## config.mk

```make
export PLATFORM = sky130hd
export DESIGN_NAME = controlador_contador
export DESIGN_NICKNAME = d
export VERILOG_FILES = /design/src/rtl/contador_pkg.sv /design/src/rtl/contador_core.sv /design/src/rtl/controlador_contador.sv
export SDC_FILE = /design/constraint.sdc
export NUM_CORES = 1
export LEC_CHECK = 0
export ABC_AREA = 1
export CAP_MARGIN = 20
export CORE_MARGIN = 1.5
export CORE_UTILIZATION = 50
export CTS_BUF_LIST = sky130_fd_sc_hd__clkbuf_4
export CTS_CLUSTER_DIAMETER = 100
export DETAILED_ROUTE_END_ITERATION = 12
export DONT_BUFFER_PORTS = 1
export GPL_ROUTABILITY_DRIVEN = 0
export PLACE_DENSITY = 0.68
export SYNTH_ARGS = -nofsm -noshare
export SYNTH_HDL_FRONTEND = slang
export SYNTH_SLANG_ARGS = --single-unit
```

## constraint.sdc

```tcl
create_clock -name clk -period 2.25 [get_ports clk]
set_input_delay 0.225 -clock clk [delete_from_list [all_inputs] [get_ports clk]]
set_output_delay 0.225 -clock clk [all_outputs]
set_load 0.01 [all_outputs]
```

## src/rtl/contador_pkg.sv

```systemverilog
// Shared definitions for the counter controller: state encoding and default width.
package contador_pkg;

    localparam int WIDTH_DEF = 3;

    localparam logic [1:0] ST_IDLE = 2'b00;
    localparam logic [1:0] ST_RUN  = 2'b01;
    localparam logic [1:0] ST_HOLD = 2'b10;
    localparam logic [1:0] ST_DONE = 2'b11;

    typedef enum logic [1:0] {
        IDLE = ST_IDLE,
        RUN  = ST_RUN,
        HOLD = ST_HOLD,
        DONE = ST_DONE
    } state_t;

endpackage

```

## src/rtl/contador_core.sv

```systemverilog
// Parallel-load up/down counter; load wins over enable.
module contador_core
    import contador_pkg::*;
#(
    parameter int WIDTH = WIDTH_DEF
) (
    input  logic             clk,
    input  logic             rstn,
    input  logic             en,
    input  logic             load,
    input  logic             dir,
    input  logic [WIDTH-1:0] d,
    output logic [WIDTH-1:0] q
);

    // Counter register: load a new value, or step one in the requested direction.
    always_ff @(posedge clk or negedge rstn) begin
        if (!rstn) begin
            q <= '0;
        end else if (load) begin
            q <= d;
        end else if (en) begin
            q <= dir ? q + WIDTH'(1) : q - WIDTH'(1);
        end
    end

endmodule

```

## src/rtl/controlador_contador.sv

```systemverilog
// Sequencing controller: FSM, prescaler, start-time latches and tc/done generation
// around a loadable up/down counter core.
module controlador_contador
    import contador_pkg::*;
#(
    parameter int WIDTH = WIDTH_DEF,
    parameter int DIV   = 1
) (
    input  logic             clk,
    input  logic             rstn,
    input  logic             start,
    input  logic             stop,
    input  logic             pause,
    input  logic             up,
    input  logic             mode,
    input  logic [WIDTH-1:0] limit,
    output logic [WIDTH-1:0] count,
    output logic             busy,
    output logic             tc,
    output logic             done
);

    localparam int            PW         = (DIV > 1) ? $clog2(DIV) : 1;
    localparam logic [PW-1:0] PRESC_LAST = PW'(DIV - 1);

    state_t           state, state_nxt;
    logic [PW-1:0]    presc, presc_nxt;
    logic             dir_q, dir_nxt;
    logic             mode_q, mode_nxt;
    logic [WIDTH-1:0] limit_q, limit_nxt;
    logic             tc_q, tc_nxt;

    logic             core_en;
    logic             core_load;
    logic             core_dir;
    logic [WIDTH-1:0] core_d;
    logic [WIDTH-1:0] target;
    logic [WIDTH-1:0] step_val;

    assign target   = dir_q ? limit_q : '0;
    assign step_val = dir_q ? count + WIDTH'(1) : count - WIDTH'(1);

    contador_core #(.WIDTH(WIDTH)) u_core (
        .clk  (clk),
        .rstn (rstn),
        .en   (core_en),
        .load (core_load),
        .dir  (core_dir),
        .d    (core_d),
        .q    (count)
    );

    // Controller registers: state, prescaler, run parameters and the tc pulse.
    always_ff @(posedge clk or negedge rstn) begin
        if (!rstn) begin
            state   <= IDLE;
            presc   <= '0;
            dir_q   <= 1'b0;
            mode_q  <= 1'b0;
            limit_q <= '0;
            tc_q    <= 1'b0;
        end else begin
            state   <= state_nxt;
            presc   <= presc_nxt;
            dir_q   <= dir_nxt;
            mode_q  <= mode_nxt;
            limit_q <= limit_nxt;
            tc_q    <= tc_nxt;
        end
    end

    // Next-state logic; HOLD with pause released counts as an active cycle so a
    // pause of P cycles shifts everything by exactly P.
    always_comb begin
        state_nxt = state;
        presc_nxt = presc;
        dir_nxt   = dir_q;
        mode_nxt  = mode_q;
        limit_nxt = limit_q;
        tc_nxt    = 1'b0;
        core_en   = 1'b0;
        core_load = 1'b0;
        core_dir  = dir_q;
        core_d    = dir_q ? '0 : limit_q;

        case (state)
            IDLE: begin
                if (start) begin
                    if (limit != '0) begin
                        dir_nxt   = up;
                        mode_nxt  = mode;
                        limit_nxt = limit;
                        core_load = 1'b1;
                        core_d    = up ? '0 : limit;
                        presc_nxt = '0;
                        state_nxt = RUN;
                    end else begin
                        state_nxt = DONE;
                    end
                end
            end
            RUN, HOLD: begin
                if (stop) begin
                    presc_nxt = '0;
                    state_nxt = IDLE;
                end else if (pause) begin
                    state_nxt = HOLD;
                end else begin
                    state_nxt = RUN;
                    if (presc == PRESC_LAST) begin
                        presc_nxt = '0;
                        if (count == target) begin
                            core_load = 1'b1;
                        end else begin
                            core_en = 1'b1;
                            if (step_val == target) begin
                                tc_nxt = 1'b1;
                                if (!mode_q) begin
                                    state_nxt = DONE;
                                end
                            end
                        end
                    end else begin
                        presc_nxt = presc + PW'(1);
                    end
                end
            end
            DONE: begin
                state_nxt = IDLE;
            end
            default: begin
                state_nxt = IDLE;
            end
        endcase
    end

    assign busy = (state == RUN) || (state == HOLD);
    assign done = (state == DONE);
    assign tc   = tc_q;

endmodule

```

==> results of run 1 <==
-- worst paths after layout --
kind	start	end	slack, ps	depth (start not counted)
max reg2reg	core_dir$_DFFE_PN0P_	state[1]$_DFFE_PN0P_	340	10
max in group asynchronous	rstn	tc$_DFF_PN0_	1530	1
min reg2reg	mode_q$_DFFE_PN0P_	mode_q$_DFFE_PN0P_	540	2
min	mode	mode_q$_DFFE_PN0P_	120	2
max	core_dir$_DFFE_PN0P_	state[1]$_DFFE_PN0P_	340	10
min in group asynchronous	rstn	u_core.q[1]$_DFFE_PN0P_	370	1
-- layer usage --
metal	up-vias	GRT usage	wire length (µm)
li1	361	-	-
met1	315	0.282	782
met2	29	0.285	685
met3	6	0.0542	119
met4	0	0.103	48
met5	-	0	0
-- Yosys cell counts (all sizes together) --
master  number  share of area
nand2       33           0.19
inv         18          0.082
nand3       14          0.091
dfrtp       11           0.33
o21ai        8          0.048
nor2         6          0.027
nand4        4          0.038
a21oi        3          0.023
buf          2          0.023
ha           2          0.030
nand3b       2          0.018
nor3         2          0.026
or2          2          0.015
xor2         2          0.030
fa           1          0.024
o22ai        1         0.0076
-- layout make-up --
| class | count | area, µm² |
|---|---|---|
| sequential | 11 | 275 |
| timing repair buffer | 1 | 10.0 |
| fill | 156 | 654 |
| tap | 16 | 20.0 |
| inverter | 18 | 67.6 |
| multi-input combinational | 80 | 467 |
| clock buffer | 4 | 30.0 |
-- per-stage QoR --
step	cells	utilization	hold slack [ps]	instance area (µm²)	total power, mW
2_1_floorplan	111	-	-70.6	828	1.05
3_3_place_gp	125	0.544	-70.4	830	1.15
3_5_place_dp	125	0.544	-70.4	830	1.17
4_1_cts	130	0.571	112	870	1.32
5_1_grt	130	0.571	109	870	1.47
6_report	130	0.571	117	870	1.32
-- sequential cells by signal (all words and copies together) (netlist names) --
name      count
tc            1
limit_q       3
core_dir      1
state         2
mode_q        1
u_core.q      3
-- worst max-delay path, cell delays in order (launching register included) --
cell and delay (ps):
dfrtp_1 570, inv_2 120, fa_1 540, inv_1 50, nand3_1 60, nand2_1 50, nor2_1 120, nand4_1 110
nand2_1 60, nand2_1 50, a21oi_2 120
-- cell families after synthesis --
group / count (synthesis) / synth area share
adder cells (fa/ha/maj): 3 / 0.0544
XOR/XNOR: 2 / 0.0302
flip-flops: 11 / 0.332
AO/OA/AOI/OAI: 12 / 0.0786
buffers and inverters: 20 / 0.104
AND/OR/NAND/NOR: 63 / 0.400
-- layout by cell type, fill, tap and decap left out --
master	Yosys	layout
nand2_1	27	27
o22ai_1	1	1
nor3_4	1	1
nor3_1	1	1
dlygate4sd3_1	0	1
a21oi_2	1	1
nand3_2	1	1
inv_1	16	16
nand4_2	1	1
clkbuf_4	0	4
or2_2	2	2
a21oi_1	2	2
nor2_1	6	6
nand2_2	3	3
nand3_1	13	13
ha_1	2	2
dfrtp_1	11	11
nand4_1	3	3
fa_1	1	1
nand3b_1	2	2
xor2_2	1	1
inv_2	2	2
o21ai_0	8	8
xor2_1	1	1
nand2_4	3	3
-- power breakdown --
part	leakage, nW	switching [mW]	internal (mW)	total, mW
Clock	0.0184	0.0681	0.0807	0.149
Combinational	0.303	0.471	0.280	0.751
Sequential	0.134	0.135	0.286	0.420
-- timing repair --
item | CTS | global route
endpoints found under the hold margin | 11 | 0
hold buffers | 1 | 0
buffers inserted | 0 | 0
==> impl_metrics.env, run 1 <==
export IMPL_nets=128
export IMPL_ir_drop_uv=669
export IMPL_drc=0
export IMPL_layout_drive_gt1_share=0.167
export IMPL_cp_max_fo=9
export IMPL_area_growth_pct=4.98
export IMPL_arrival_ps=2120
export IMPL_core_um2=1520
export IMPL_max_slew_margin=0.646
export IMPL_p_leak_nw=0.456
export IMPL_fin_crit_ps=1910
export IMPL_dp_worst_setup_slack_ps=351
export IMPL_clk_insertion_delay_late_ps=270
export IMPL_synth_cell_type_count=25
export IMPL_h_tree_depth=1
export IMPL_cts_made_buffers=3
export IMPL_start_util=0.544
export IMPL_syn_nets=124
export IMPL_hold_path_class="primary input to flop"
export IMPL_synth_area_um2=828
export IMPL_num_rows=14
export IMPL_power_density_nw_per_um2=1520
export IMPL_wire_per_inst_um=12.6
export IMPL_cts_resized=0
export IMPL_grt_max_degree=14
export IMPL_start_kind="flop"
export IMPL_synth_seq_cells=11
export IMPL_ys_seq_area_frac=0.332
export IMPL_setup_viol=0
export IMPL_ant_nets=0
export IMPL_vias=711
export IMPL_tightest_slew_ps=529
export IMPL_cts_tree="built"
export IMPL_period_share=0.850
export IMPL_netlist_instances=111
export IMPL_tns_ps=0
export IMPL_antenna_found_initial=0
export IMPL_grt_pass1_vias=653
export IMPL_grt_pass1_wl_um=2810
export IMPL_clock_sinks=11
export IMPL_viasPerCell=5.47
export IMPL_status="completed"
export IMPL_ctsRootBufferMaster="clkbuf_4"
export IMPL_maxSlewViolCount=0
export IMPL_cp_data_required_time_ps=2450
export IMPL_skew_ps=1.99
export IMPL_dieArea_um2=1910
export IMPL_antennaDiodeCount=0
export IMPL_track_usage=0.202
export IMPL_yosysWarnings=0
export IMPL_path_clk_slew_ps=70
export IMPL_cap_violations=0
export IMPL_crit_type="flop to flop"
export IMPL_end_kind="flop"
export IMPL_fp_dieH_um=43.7
export IMPL_fmax_mhz=523
export IMPL_drt_iter0_markers=14
export IMPL_clk_path_buf_depth=2
export IMPL_wirelength_um=1640
export IMPL_setup_ws_ps=337
export IMPL_dp_final_hpwl_um=1340
export IMPL_io_buffers=0
export IMPL_drt_pass1_iter_count=5
export IMPL_die_x_um=43.7
export IMPL_rsz0062_at_grt="no"
export IMPL_final_hold_viol_count=0
export IMPL_io_pins=16
export IMPL_syn_avg_cell_area_um2=7.46
export IMPL_grt_overflow=0
No activity file was read; power rests on OpenSTA's default activity.
==> run 2: changes to the inputs <==
- DONT_BUFFER_PORTS: 1 -> not set
- PLACE_DENSITY: 0.68 -> 0.8
==> run 2 against run 1 <==
  * Setup slack lost 61 ps
  * Clock-buffer cell count is the same
  * Wire length grew 8.0%
  * Worst hold slack gained 180 ps
  * Combinational power grew 17%
==> impl_metrics.env, run 2 (synthesized netlist as in run 1, its figures left out) <==
export IMPL_final_cell_mix="nand2_1, inv_1, clkdlybuf4s50_1"
export IMPL_grt_overflow=0
export IMPL_wirelength_um=1770
export IMPL_num_rows=14
export IMPL_fp_dieH_um=43.7
export IMPL_grt_pass1_vias=742
export IMPL_cap_violations=0
export IMPL_period_share=0.877
export IMPL_crit_type="flop to flop"
export IMPL_grt_pass1_wl_um=3100
export IMPL_ant_nets=0
export IMPL_h_tree_depth=1
export IMPL_dp_final_hpwl_um=1460
export IMPL_setup_viol=0
export IMPL_clk_path_buf_depth=2
export IMPL_cp_data_required_time_ps=2460
export IMPL_end_kind="flop"
export IMPL_fmax_mhz=507
export IMPL_viasPerCell=5.51
export IMPL_maxSlewViolCount=0
export IMPL_path_clk_slew_ps=70
export IMPL_track_usage=0.221
export IMPL_final_hold_viol_count=0
export IMPL_wire_per_inst_um=12.3
export IMPL_ctsRootBufferMaster="clkbuf_4"
export IMPL_area_growth_pct=21.9
export IMPL_post_route_util=0.663
export IMPL_status="completed"
export IMPL_cts_setup_buffers=0
export IMPL_finalPower_mw=1.43
export IMPL_tns_ps=0
export IMPL_drc=0
export IMPL_rsz0062_at_grt="no"
export IMPL_drt_iter0_markers=19
export IMPL_start_util=0.544
export IMPL_power_density_nw_per_um2=1420
export IMPL_final_common_cell="nand2_1"
export IMPL_p_leak_nw=0.509
export IMPL_dieArea_um2=1910
export IMPL_holdBufCountCts=0
export IMPL_grt_max_degree=14
export IMPL_fin_crit_ps=1970
export IMPL_ir_drop_uv=789
export IMPL_cp_max_fo=9
export IMPL_clock_sinks=11
export IMPL_hold_path_class="primary input to async pin"
export IMPL_cts_made_buffers=3
export IMPL_reg_top3="limit_q (3), u_core.q (3), state (2)"
export IMPL_io_buffers=15
export IMPL_skew_ps=1.43
export IMPL_arrival_ps=2180
export IMPL_vias=793
export IMPL_layout_drive_gt1_share=0.148
export IMPL_tightest_slew_ps=523
export IMPL_antenna_found_initial=0
export IMPL_nets=142
export IMPL_cts_resized=0
export IMPL_drt_pass1_iter_count=4
export IMPL_antennaDiodeCount=0
export IMPL_die_x_um=43.7
export IMPL_max_slew_margin=0.651
export IMPL_core_um2=1520
export IMPL_io_pins=16
export IMPL_start_kind="flop"
export IMPL_clk_insertion_delay_late_ps=270
export IMPL_cts_tree="built"
-- run 2: cell types whose count changed in the layout (fill, tap and decap cells not counted), sizes merged --
cell	before	now
clkdlybuf4s50	0	15
dlygate4sd3	1	0
-- run 2: final timing paths --
kind,depth (start not counted),end,from,slack [ps]
setup / recovery,10,state[1]$_DFFE_PN0P_,core_dir$_DFFE_PN0P_,280
hold / removal,1,limit_q[1]$_DFFE_PN0P_,rstn,290
setup reg to reg,10,state[1]$_DFFE_PN0P_,core_dir$_DFFE_PN0P_,280
hold reg to reg,2,mode_q$_DFFE_PN0P_,mode_q$_DFFE_PN0P_,550
max in group asynchronous,1,u_core.q[1]$_DFFE_PN0P_,rstn,1610
min in group clk,3,mode_q$_DFFE_PN0P_,mode,530
-- run 2: report_power, final --
| part | switching, mW | internal [mW] |
|---|---|---|
| clock network | 0.0687 | 0.0808 |
| logic | 0.506 | 0.369 |
| registers | 0.118 | 0.286 |
| total | 0.693 | 0.736 |
-- run 2: cell type report --
type / count / area, µm²
Sequential cell: 11 / 275
Fill cell: 137 / 514
Tap cell: 16 / 20.0
Multi-Input combinational cell: 80 / 467
Clock buffer: 4 / 30.0
Inverter: 18 / 67.6
Timing Repair Buffer: 15 / 150
-- run 2: metal layers --
metal / routed length [µm] / up-vias / track usage
met2: 879 / 28 / 0.344
met5: 0 / - / 0
li1: - / 390 / -
met4: 61 / 0 / 0.164
met1: 747 / 366 / 0.269
met3: 79 / 9 / 0.0417
-- run 2: critical path, stage by stage, from the launching register on --
cell and delay (ps):
dfrtp_1 560, inv_2 120, fa_1 540, inv_1 50, nand3_1 60, nand2_1 60, nor2_1 150, nand4_1 130
nand2_1 70, nand2_1 60, a21oi_2 110
-- run 2: through the flow --
stage,std cells,cell area [µm²],hold WS (ps),setup WS (ps)
6_report,144,1010,295,276
5_1_grt,144,1010,334,135
4_1_cts,144,1010,309,266
3_5_place_dp,140,980,523,274
3_3_place_gp,140,980,516,413
2_1_floorplan,111,828,-70.6,612
